$ cat src/rtl/uart_mmio_fifo.sv
// Memory-mapped UART bridge: a 16-byte register window in front of a TX FIFO
// (drained by the transmitter) and an RX FIFO (filled by the receiver).
// Loads return data one cycle after the access. Full and empty decisions use
// start-of-cycle counts, so there is no bypass between push and pop.
module uart_mmio_fifo #(
    parameter logic [31:0] BASE_ADDR = 32'h80000000,
    parameter int          TX_DEPTH  = 8,
    parameter int          RX_DEPTH  = 8
) (
    input  logic        clk,
    input  logic        rst_n,
    input  logic        is_load,
    input  logic        is_store,
    input  logic [31:0] addr,
    input  logic [31:0] wdata,
    output logic [31:0] rdata,
    output logic        rdata_valid,
    output logic [7:0]  tx_data,
    output logic        tx_valid,
    input  logic        tx_ready,
    input  logic [7:0]  rx_data,
    input  logic        rx_valid,
    output logic        rx_ready
);

    localparam int TXW = $clog2(TX_DEPTH);
    localparam int RXW = $clog2(RX_DEPTH);
    localparam logic [TXW:0] TX_FULL = (TXW+1)'(TX_DEPTH);
    localparam logic [RXW:0] RX_FULL = (RXW+1)'(RX_DEPTH);

    logic [7:0]   tx_mem [TX_DEPTH];
    logic [7:0]   rx_mem [RX_DEPTH];
    logic [TXW-1:0] tx_wp, tx_rp;
    logic [RXW-1:0] rx_wp, rx_rp;
    logic [TXW:0] tx_cnt;
    logic [RXW:0] rx_cnt;
    logic         tx_drop;

    logic load_op, store_op;
    logic hit_stat, hit_rxd, hit_txd, hit_clr, load_hit;
    logic tx_full, rx_empty;
    logic tx_push, tx_pop, rx_push, rx_pop, drop_set, drop_clr;
    logic [31:0] load_val;
    logic unused_wdata;

    // A simultaneous load and store is treated as no access at all.
    assign load_op  = is_load & ~is_store;
    assign store_op = is_store & ~is_load;

    assign hit_stat = (addr == BASE_ADDR);
    assign hit_rxd  = (addr == BASE_ADDR + 32'h4);
    assign hit_txd  = (addr == BASE_ADDR + 32'h8);
    assign hit_clr  = (addr == BASE_ADDR + 32'hC);
    assign load_hit = load_op & (hit_stat | hit_rxd | hit_txd | hit_clr);

    assign tx_full  = (tx_cnt == TX_FULL);
    assign rx_empty = (rx_cnt == '0);

    assign tx_valid = (tx_cnt != '0);
    assign tx_data  = tx_mem[tx_rp];
    assign rx_ready = (rx_cnt != RX_FULL);

    assign tx_push  = store_op & hit_txd & ~tx_full;
    assign drop_set = store_op & hit_txd & tx_full;
    assign drop_clr = store_op & hit_clr & wdata[2];
    assign tx_pop   = tx_valid & tx_ready;
    assign rx_push  = rx_valid & rx_ready;
    assign rx_pop   = load_op & hit_rxd & ~rx_empty;

    assign unused_wdata = ^{wdata[31:8], wdata[1:0]};

    // Select the load return value from start-of-cycle state.
    always_comb begin
        load_val = 32'h0;
        if (hit_stat) begin
            load_val = {8'h00, 8'(rx_cnt), 8'(tx_cnt), 5'h00, tx_drop, ~rx_empty, ~tx_full};
        end else if (hit_rxd && !rx_empty) begin
            load_val = {24'h0, rx_mem[rx_rp]};
        end
    end

    // Registered load response; rdata holds between hits.
    always_ff @(posedge clk) begin
        if (!rst_n) begin
            rdata       <= 32'h0;
            rdata_valid <= 1'b0;
        end else begin
            rdata_valid <= load_hit;
            if (load_hit) rdata <= load_val;
        end
    end

    // TX pointers, occupancy and the sticky drop flag.
    always_ff @(posedge clk) begin
        if (!rst_n) begin
            tx_wp   <= '0;
            tx_rp   <= '0;
            tx_cnt  <= '0;
            tx_drop <= 1'b0;
        end else begin
            if (tx_push) tx_wp <= tx_wp + 1'b1;
            if (tx_pop)  tx_rp <= tx_rp + 1'b1;
            if (tx_push && !tx_pop)      tx_cnt <= tx_cnt + 1'b1;
            else if (!tx_push && tx_pop) tx_cnt <= tx_cnt - 1'b1;
            if (drop_set)      tx_drop <= 1'b1;
            else if (drop_clr) tx_drop <= 1'b0;
        end
    end

    // RX pointers and occupancy.
    always_ff @(posedge clk) begin
        if (!rst_n) begin
            rx_wp  <= '0;
            rx_rp  <= '0;
            rx_cnt <= '0;
        end else begin
            if (rx_push) rx_wp <= rx_wp + 1'b1;
            if (rx_pop)  rx_rp <= rx_rp + 1'b1;
            if (rx_push && !rx_pop)      rx_cnt <= rx_cnt + 1'b1;
            else if (!rx_push && rx_pop) rx_cnt <= rx_cnt - 1'b1;
        end
    end

    // FIFO storage is deliberately not reset; writes are blocked in reset.
    always_ff @(posedge clk) begin
        if (rst_n && tx_push) tx_mem[tx_wp] <= wdata[7:0];
        if (rst_n && rx_push) rx_mem[rx_wp] <= rx_data;
    end

endmodule

$ cat config.mk
export PLATFORM = sky130hd
export DESIGN_NAME = uart_mmio_fifo
export DESIGN_NICKNAME = d
export VERILOG_FILES = /design/src/rtl/uart_mmio_fifo.sv
export SDC_FILE = /design/constraint.sdc
export NUM_CORES = 1
export LEC_CHECK = 0
export ABC_CLOCK_PERIOD_IN_PS = 4880
export BUFFER_PORTS_ARGS = -buffer_cell sky130_fd_sc_hd__buf_2
export CORE_MARGIN = 2
export CORE_UTILIZATION = 30
export DETAILED_ROUTE_END_ITERATION = 16
export PLACE_DENSITY = 0.45
export RECOVER_POWER = 100
export SYNTH_ARGS = -nofsm -noshare
export SYNTH_HDL_FRONTEND = slang
export SYNTH_SLANG_ARGS = --single-unit
export TNS_END_PERCENT = 100
$ cat constraint.sdc
create_clock -name clk -period 4.88 [get_ports clk]
set_input_delay 0.488 -clock clk [delete_from_list [all_inputs] [get_ports clk]]
set_output_delay 0.488 -clock clk [all_outputs]
set_load 0.01 [all_outputs]
-- After elaboration in Yosys (flattened, before gate mapping)
Memories as Yosys holds them, arrays and structs flattened. A register that Yosys moved wholly into a read port is not among the register bits.
Cells that the tools add are included.
- word-level logic and storage cells: 77
- memories: 2
- flip-flop bits (word level): 54
- bits in writable memories: 128
- memories (name ; depth ; bits a word ; rd ports ; clocked after Yosys merged registers in ; write ports ; line ; RTL):
    rx_mem ; 8 ; 8 ; 1 ; 1 ; 1 ; 32 ; logic [7:0] rx_mem [RX_DEPTH];
    tx_mem ; 8 ; 8 ; 1 ; 1 ; 1 ; 31 ; logic [7:0] tx_mem [TX_DEPTH];
- eq/ne operators: 6
- multiplexer cells: 16
- bitwise logic cells: 19
- add/subtract/negate cells: 8
- reductions and logical operators: 17
- operators with widths (kind ; number):
    32-bit == test, second input constant ; 4
    20-bit 2-to-1 mux ; 1
    4-bit 2-to-1 mux ; 4
    3-bit by 1-bit adder with 3-bit output, second input constant ; 4
    1-bit AND ; 12
    3-bit 2-to-1 mux ; 4
    4-bit by 1-bit adder with 4-bit output, second input constant ; 2
    8-bit 2-to-1 mux ; 1
    4-bit by 1-bit subtractor with 4-bit output, second input constant ; 2
    1-bit logical AND ; 7
    1-bit 2-to-1 mux ; 6
    2-bit nonzero test ; 3
    1-bit zero test ; 5
    4-bit == test, second input constant ; 1
    4-bit zero test ; 1
    4-bit inequality test, second input constant ; 1
    1-bit inverter ; 4
    4-bit nonzero test ; 1
    1-bit OR ; 3

-- Logic depth before layout (Yosys ltp)
Gate-level depths: netlist of the first run.
- depth after elaboration: 8
- mapped depth: 12

-- Worst setup path after synthesis of the first run
Ideal clock, no wire load.
- path kind: input port to flip-flop
- from: input addr[28]
- to: register rx_cnt[3]
- arrival: 2.779 ns
- cell stages on the path: 12
- setup slack: 2.031 ns
- required time: 4.810 ns
- cell sequence: nor4b_4 nand4_4 nor4_4 inv_2 ha_1 inv_1 ha_1 a21o_1 a21oi_1 xnor2_1 or3_1 a21oi_1
- cells in the longest elaborated chain, start to end: 6
- RTL lines (element ; line ; RTL):
    from (decl) ; 14 ; input logic [31:0] addr,
    32-bit == test * ; 51 ; assign hit_rxd = (addr == BASE_ADDR + 32'h4);
    1-bit AND * (2 in series) ; 68 ; assign rx_pop = load_op & hit_rxd & ~rx_empty;
    1-bit zero test ; 119 ; if (rx_push && !rx_pop) rx_cnt <= rx_cnt + 1'b1;
    1-bit logical AND ; 119 ;
    4-bit 2-to-1 mux or 2-bit nonzero test (tied branches) ; n/a ;
    to (signal assigned) ; 119 ;
    to (signal assigned) ; 120 ; else if (!rx_push && rx_pop) rx_cnt <= rx_cnt - 1'b1;
    to (decl) ; 36 ; logic [RXW:0] rx_cnt;
Mark *: on every way between the ends. The rest lies on a longest branch, timed or not.
A chain may end at the register's enable or synchronous reset.

-- Worst setup path in the final report of the first run
Same ends and word-level chain as after synthesis.

==> flow_summary.ini, run 1 <==
[setup_path]
end_kind = flop
reg2reg_setup_slack_ns = 1.51
rr_endpoint = rx_mem[4][3]
cp_max_fo = 6
slowest_stage = nor4_1
critPathArrivalTime_ns = 3.75
path_buf_inv = 3
reg2regPathDepth = 4
crit_family = simple AND/OR/NAND/NOR gates
cp_cell_sequence = buf_2 -> nor4b_1 -> nand4_1 -> nor4_1 -> inv_2 -> ha_1 -> inv_1 -> ha_1 -> a21o_1 -> a21oi_1 -> xnor2_1 -> or3_1 -> a21oi_1
max_stage_delay_ns = 0.79
critPathLaunchType = input pin
worstSetupPathType = in2reg
rr_startpoint = rx_cnt[1]
cp.required_ns = 5.24

[cts]
cts_setup_buffers = 0
clkLatencyLatePin_ns = 0.43
tritoncts = yes
root_buffer = clkbuf_16
cts_buffers = 17
clkSinkCount = 172
clk_pin_slew_ns = 0.07
cts.path.max_buffers = 2
cts_resized = 0
htreeDepth = 4
cts_hold_buf = 0

[yosys]
synth-edff-count = 128
synth-seq-cells = 172
synth_area_um2 = 7110
synth_top_family_by_area = multiplexers
syn_inst = 438
synth-main-ff-cell = edfxtp_1
ys_warn_count = 0
synthSimpleGateAreaFrac = 0.0977
synth_mux_area_frac = 0.132
synth-compound-area-share = 0.0347
synth_fa_ha_area_frac = 0.0232
synth_area_leader_cell = edfxtp_1
yosysSeqAreaShare = 0.665
synth_xor_area_frac = 0.0148
synthDistinctLibCells = 42
synth-async-reset-ratio = 0
synth_top_area_share = 0.541
synth_area_per_cell_um2 = 16.2
ys_top_cells_by_area = edfxtp_1, dfxtp_1, mux4_2

[timing]
setup_viol_count_final = 0
rsz0062_at_grt = no
slew_headroom = -0.0418
timing.final.crit_share = 0.694
finClkSkew_ns = 0.0117
final_hold_viol_count = 0
slew_violations = 11
tightest_slew_ns = 1.55
tns_ns = 0
finalCriticalPeriod_ns = 3.39
max_clock_freq_mhz = 295

[die]
boundaryPins = 121
die_h_um = 158
core_um2 = 23300
initial_core_util = 0.305
rows = 56
dieArea_um2 = 24900
die_w_um = 158

[route]
drtIter0Drc = 199
viasPerCell = 4.53
vias = 3870
wl_per_cell_um = 17.4
routed_wl_mm = 14.9
drc = 0
dr.pass1.iters = 5
final_antenna_net_count = 0

[placed_design]
numPortBuffers = 80
place_area_um2 = 7820
hpwl_mm = 9.74
gp_congestion = 0.708

[global_route]
grt_max_degree = 34
antenna_found_initial = 0
grt_pass1_vias = 4073
grt.total_usage = 0.127
grt_pass1_wl_mm = 23.0
grt_overflow = 0

[worst_hold_path]
hp-start = tx_ready
min_to = tx_rp[1]
hp-class = in2reg
hold-path-cell-count = 3

[cells_and_area]
area_growth_syn_to_layout_pct = 16.4
seq_area_um2 = 4720
final_util = 0.355
antennaDiodeCount = 0
drive_above_1_share = 0.232
multi_input_area_um2 = 2160
fillCellCount = 2239
layout_commonest_cell = edfxtp_1
nets = 612
fin_area_um2 = 8270
layout_common_cells = edfxtp_1, dfxtp_1, clkbuf_1

[power]
power_leakage_nw = 2.67
p_per_area_nw_per_um2 = 395
ir_drop_mv = 0.195

[outcome]
outcome = complete, but fails checks
violations = capacitance limit, slew limit

[job]
cap_violations = 3
==> cells by family after synthesis <==
kind of cell,count (synthesis)
AOI/OAI and AO/OA,40
xor gates and xnor gates,12
adders and majority gates,12
buffers and inverters,41
DFF,172
muxes,52
other,1
and+or+nand+nor,108
==> power by group <==
| group | switching (mW) | internal [mW] | leakage [nW] | total (mW) |
|---|---|---|---|---|
| Sequential | 0.0337 | 1.60 | 1.51 | 1.64 |
| Combinational | 0.152 | 0.116 | 0.877 | 0.267 |
| Clock | 0.597 | 0.766 | 0.284 | 1.36 |
==> routing by layer <==
metal | vias to the layer above | track usage | share of wire | wire length, µm
met5 | - | 0 | 0 | 0
met3 | 31 | 0.0293 | 0.029 | 429
met4 | 0 | 0.0571 | 0.025 | 366
met1 | 1951 | 0.148 | 0.43 | 6380
li1 | 1822 | - | - | -
met2 | 66 | 0.221 | 0.52 | 7710
==> synthesized netlist by cell type, types with 5 or more instances <==
library cell / number
a21oi_1: 20
a32o_1: 5
buf_2: 6
buf_4: 16
clkbuf_1: 8
dfxtp_1: 44
edfxtp_1: 128
ha_1: 10
inv_1: 7
mux2_2: 13
mux2i_1: 7
mux4_2: 32
nand2_1: 20
nand2b_1: 5
nand3_1: 14
nor2_1: 33
nor3_1: 9
nor4_4: 8
o21ai_0: 8
or3_1: 7
xnor2_1: 7
xor2_1: 5
==> flip-flops by register name (all words and copies together), names as in the netlist, named ones only <==
signal and flops:
rdata 16, rdata_valid 1, rx_cnt 4, rx_mem 64, rx_rp 3, rx_wp 3, tx_cnt 4, tx_drop 1
tx_mem 64, tx_rp 3, tx_wp 3
==> how the worst max path moves through the flow <==
stage / start / end / slack (ns) / cells after the start
after floorplan: addr[28] / rx_cnt[3] / 2.03 / 12
after global placement: addr[28] / tx_cnt[3] / 1.70 / 13
after detailed placement: addr[20] / tx_cnt[3] / 1.65 / 13
after CTS: rx_cnt[0] / rx_cnt[3] / 1.96 / 10
after global routing: addr[28] / rx_cnt[3] / 1.19 / 13
final: addr[28] / rx_cnt[3] / 1.49 / 13
==> worst min-delay path, cell delays in order <==
cell and delay (ns):
buf_2 0.11, nand3_1 0.07, a21oi_1 0.07
==> final cells by class <==
class                           count  share of cell area
Timing Repair Buffer               83              0.0446
Clock inverter                     14              0.0192
Multi-Input combinational cell    240               0.261
Tap cell                          319              0.0482
Clock buffer                       18              0.0519
Inverter                            8             0.00363
Sequential cell                   172               0.571
==> per-stage QoR <==
step / std cells / setup slack, ns / total power, mW / hold WS (ns)
2_1_floorplan: 453 / 2.03 / 1.85 / 0.454
5_1_grt: 854 / 1.19 / 3.40 / 0.378
3_5_place_dp: 822 / 1.65 / 1.94 / 0.449
3_3_place_gp: 822 / 1.70 / 1.93 / 0.444
6_report: 854 / 1.49 / 3.27 / 0.377
4_1_cts: 854 / 1.96 / 3.31 / 0.308
Power figures use the tool's default switching activity.
==> run 2: changes to the inputs <==
--- a/config.mk
+++ b/config.mk
@@ -5,7 +5,7 @@
 export SDC_FILE = /design/constraint.sdc
 export NUM_CORES = 1
 export LEC_CHECK = 0
-export ABC_CLOCK_PERIOD_IN_PS = 4880
+export ABC_CLOCK_PERIOD_IN_PS = 3400
 export BUFFER_PORTS_ARGS = -buffer_cell sky130_fd_sc_hd__buf_2
 export CORE_MARGIN = 2
 export CORE_UTILIZATION = 30
==> constraint.sdc (replaced) <==
create_clock -name clk -period 3.4 [get_ports clk]
set_input_delay 0.34 -clock clk [delete_from_list [all_inputs] [get_ports clk]]
set_output_delay 0.34 -clock clk [all_outputs]
set_load 0.01 [all_outputs]
==> run 2 against run 1 <==
The run now ends clean. First-iteration DRC count increased by 30%. Clock-buffer cell count shrank 1. Via count rose by 3.1%. Clock skew is 0.0043 ns higher. Die area unchanged. Flip-flop and latch count unchanged. Global-route usage is 0.12 points higher. Critical path type is now reg2reg. Critical endpoint is now tx_cnt[3]. Highest routed layer unchanged.
==> flow_summary.ini, run 2 (synthesis results as in run 1) <==
[setup_path]
cp.required_ns = 3.75
worstSetupPathType = reg2reg
path_common_cell = a21oi_1
critPathArrivalTime_ns = 3.23
reg2regPathDepth = 12
rr_startpoint = tx_cnt[0]
crit_family = simple AND/OR/NAND/NOR gates
end_kind = flop
critPathLaunchType = flop
cp_cell_sequence = nor3_1 -> a21oi_1 -> nand4_1 -> inv_1 -> ha_1 -> inv_1 -> ha_1 -> a21o_1 -> a21oi_1 -> xnor2_1 -> or3_1 -> a21oi_1
cp_max_fo = 5
path_buf_inv = 2
worstSetupStartpoint = tx_cnt[0]
max_stage_delay_ns = 0.47
slowest_stage = nor3_1
path_depth = 12

[cells_and_area]
multi_input_area_um2 = 2190
layout_common_cells = edfxtp_1, clkbuf_1, dfxtp_1
layout_commonest_cell = edfxtp_1
seq_area_um2 = 4720
fin_area_um2 = 8390
layout.cells.non_filler = 872
reg.largest.list = rx_mem (64), tx_mem (64), rdata (16)
fillCellCount = 2242
drive_above_1_share = 0.231
antennaDiodeCount = 0
area_growth_syn_to_layout_pct = 18.0
nets = 630

[route]
wl_per_cell_um = 17.3
drtIter0Drc = 258
dr.pass1.iters = 5
viasPerCell = 4.57
drc = 0
final_antenna_net_count = 0
vias = 3989
routed_wl_mm = 15.1

[timing]
slew_violations = 0
timing.final.crit_share = 0.847
max_clock_freq_mhz = 347
final_hold_viol_count = 0
rsz0062_at_grt = no
setup_slack_ns = 0.519
tns_ns = 0
tightest_slew_ns = 0.893
slew_headroom = 0.404
setup_viol_count_final = 0
finalCriticalPeriod_ns = 2.88
finClkSkew_ns = 0.0161

[global_route]
grt.total_usage = 0.128
grt_pass1_wl_mm = 23.3
antenna_found_initial = 0
grt_overflow = 0
grt_max_degree = 33
grt_pass1_vias = 4103

[placed_design]
gp_congestion = 0.718
pre_cts_ws_ns = 0.322
hpwl_mm = 9.99
dp.cells = 840
numPortBuffers = 80
place_area_um2 = 7920

[die]
boundaryPins = 121
core_um2 = 23300
die_w_um = 158
rows = 56
die_h_um = 158
initial_core_util = 0.305
dieArea_um2 = 24900

[power]
ir_drop_mv = 0.277
p_per_area_nw_per_um2 = 556
power_leakage_nw = 2.71

[job]
cap_violations = 0

[cts]
cts_resized = 0
clk_pin_slew_ns = 0.07
cts_setup_buffers = 0
root_buffer = clkbuf_16
clkSinkCount = 172
cts_hold_buf = 0
cts_buffers = 17
tritoncts = yes
cts.path.max_buffers = 2
htreeDepth = 4
clkLatencyLatePin_ns = 0.43

[worst_hold_path]
hp-class = in2reg
hp-start = tx_ready
hold-path-cell-count = 3

[outcome]
outcome = finished, final reports clean
## run 2: power breakdown
group / switching [mW] / internal (mW) / leakage (nW)
registers: 0.0446 / 2.30 / 1.51
logic: 0.219 / 0.167 / 0.923
clock network: 0.940 / 0.993 / 0.282
## run 2: layout make-up
type | instances | area share
clock buffers | 17 | 0.0507
well taps | 319 | 0.0476
repair buffers | 101 | 0.0527
multi-input cells | 240 | 0.262
flip-flops and latches | 172 | 0.563
inverters | 8 | 0.00358
clock inverters | 15 | 0.0206
## run 2: path summary, 6_finish.rpt
| check | endpoint | slack, ns |
|---|---|---|
| worst min-delay path | flop | 0.23 |
| worst max register to register | tx_cnt[3] | 0.52 |
| worst max-delay path | tx_cnt[3] | 0.52 |
| worst min register to register | rdata[10] | 0.46 |
## run 2: stage by stage
stage,hold slack [ns],total power [mW],util
after global placement,0.444,2.78,0.339
after floorplan,0.439,2.65,-
after CTS,0.155,4.73,0.365
after global routing,0.220,4.86,0.359
final,0.232,4.66,0.359
after detailed placement,0.448,2.79,0.339
## run 2: worst register-to-register path, stage by stage, from the launching register on
cell,delay (ns)
dfxtp_1,0.37
nor3_1,0.47
a21oi_1,0.14
nand4_1,0.16
inv_1,0.15
ha_1,0.26
inv_1,0.12
ha_1,0.24
a21o_1,0.17
a21oi_1,0.18
xnor2_1,0.09
or3_1,0.31
a21oi_1,0.14
## run 2: routing by layer
metal  global-route usage  vias up  wire length (µm)  share of wire
li1                     -     1859                 -              -
met1                0.158     2053              6840           0.45
met2                0.218       58              7590           0.50
met3               0.0309       19               410          0.027
met4               0.0472        0               223          0.015
met5                    0        -                 0              0
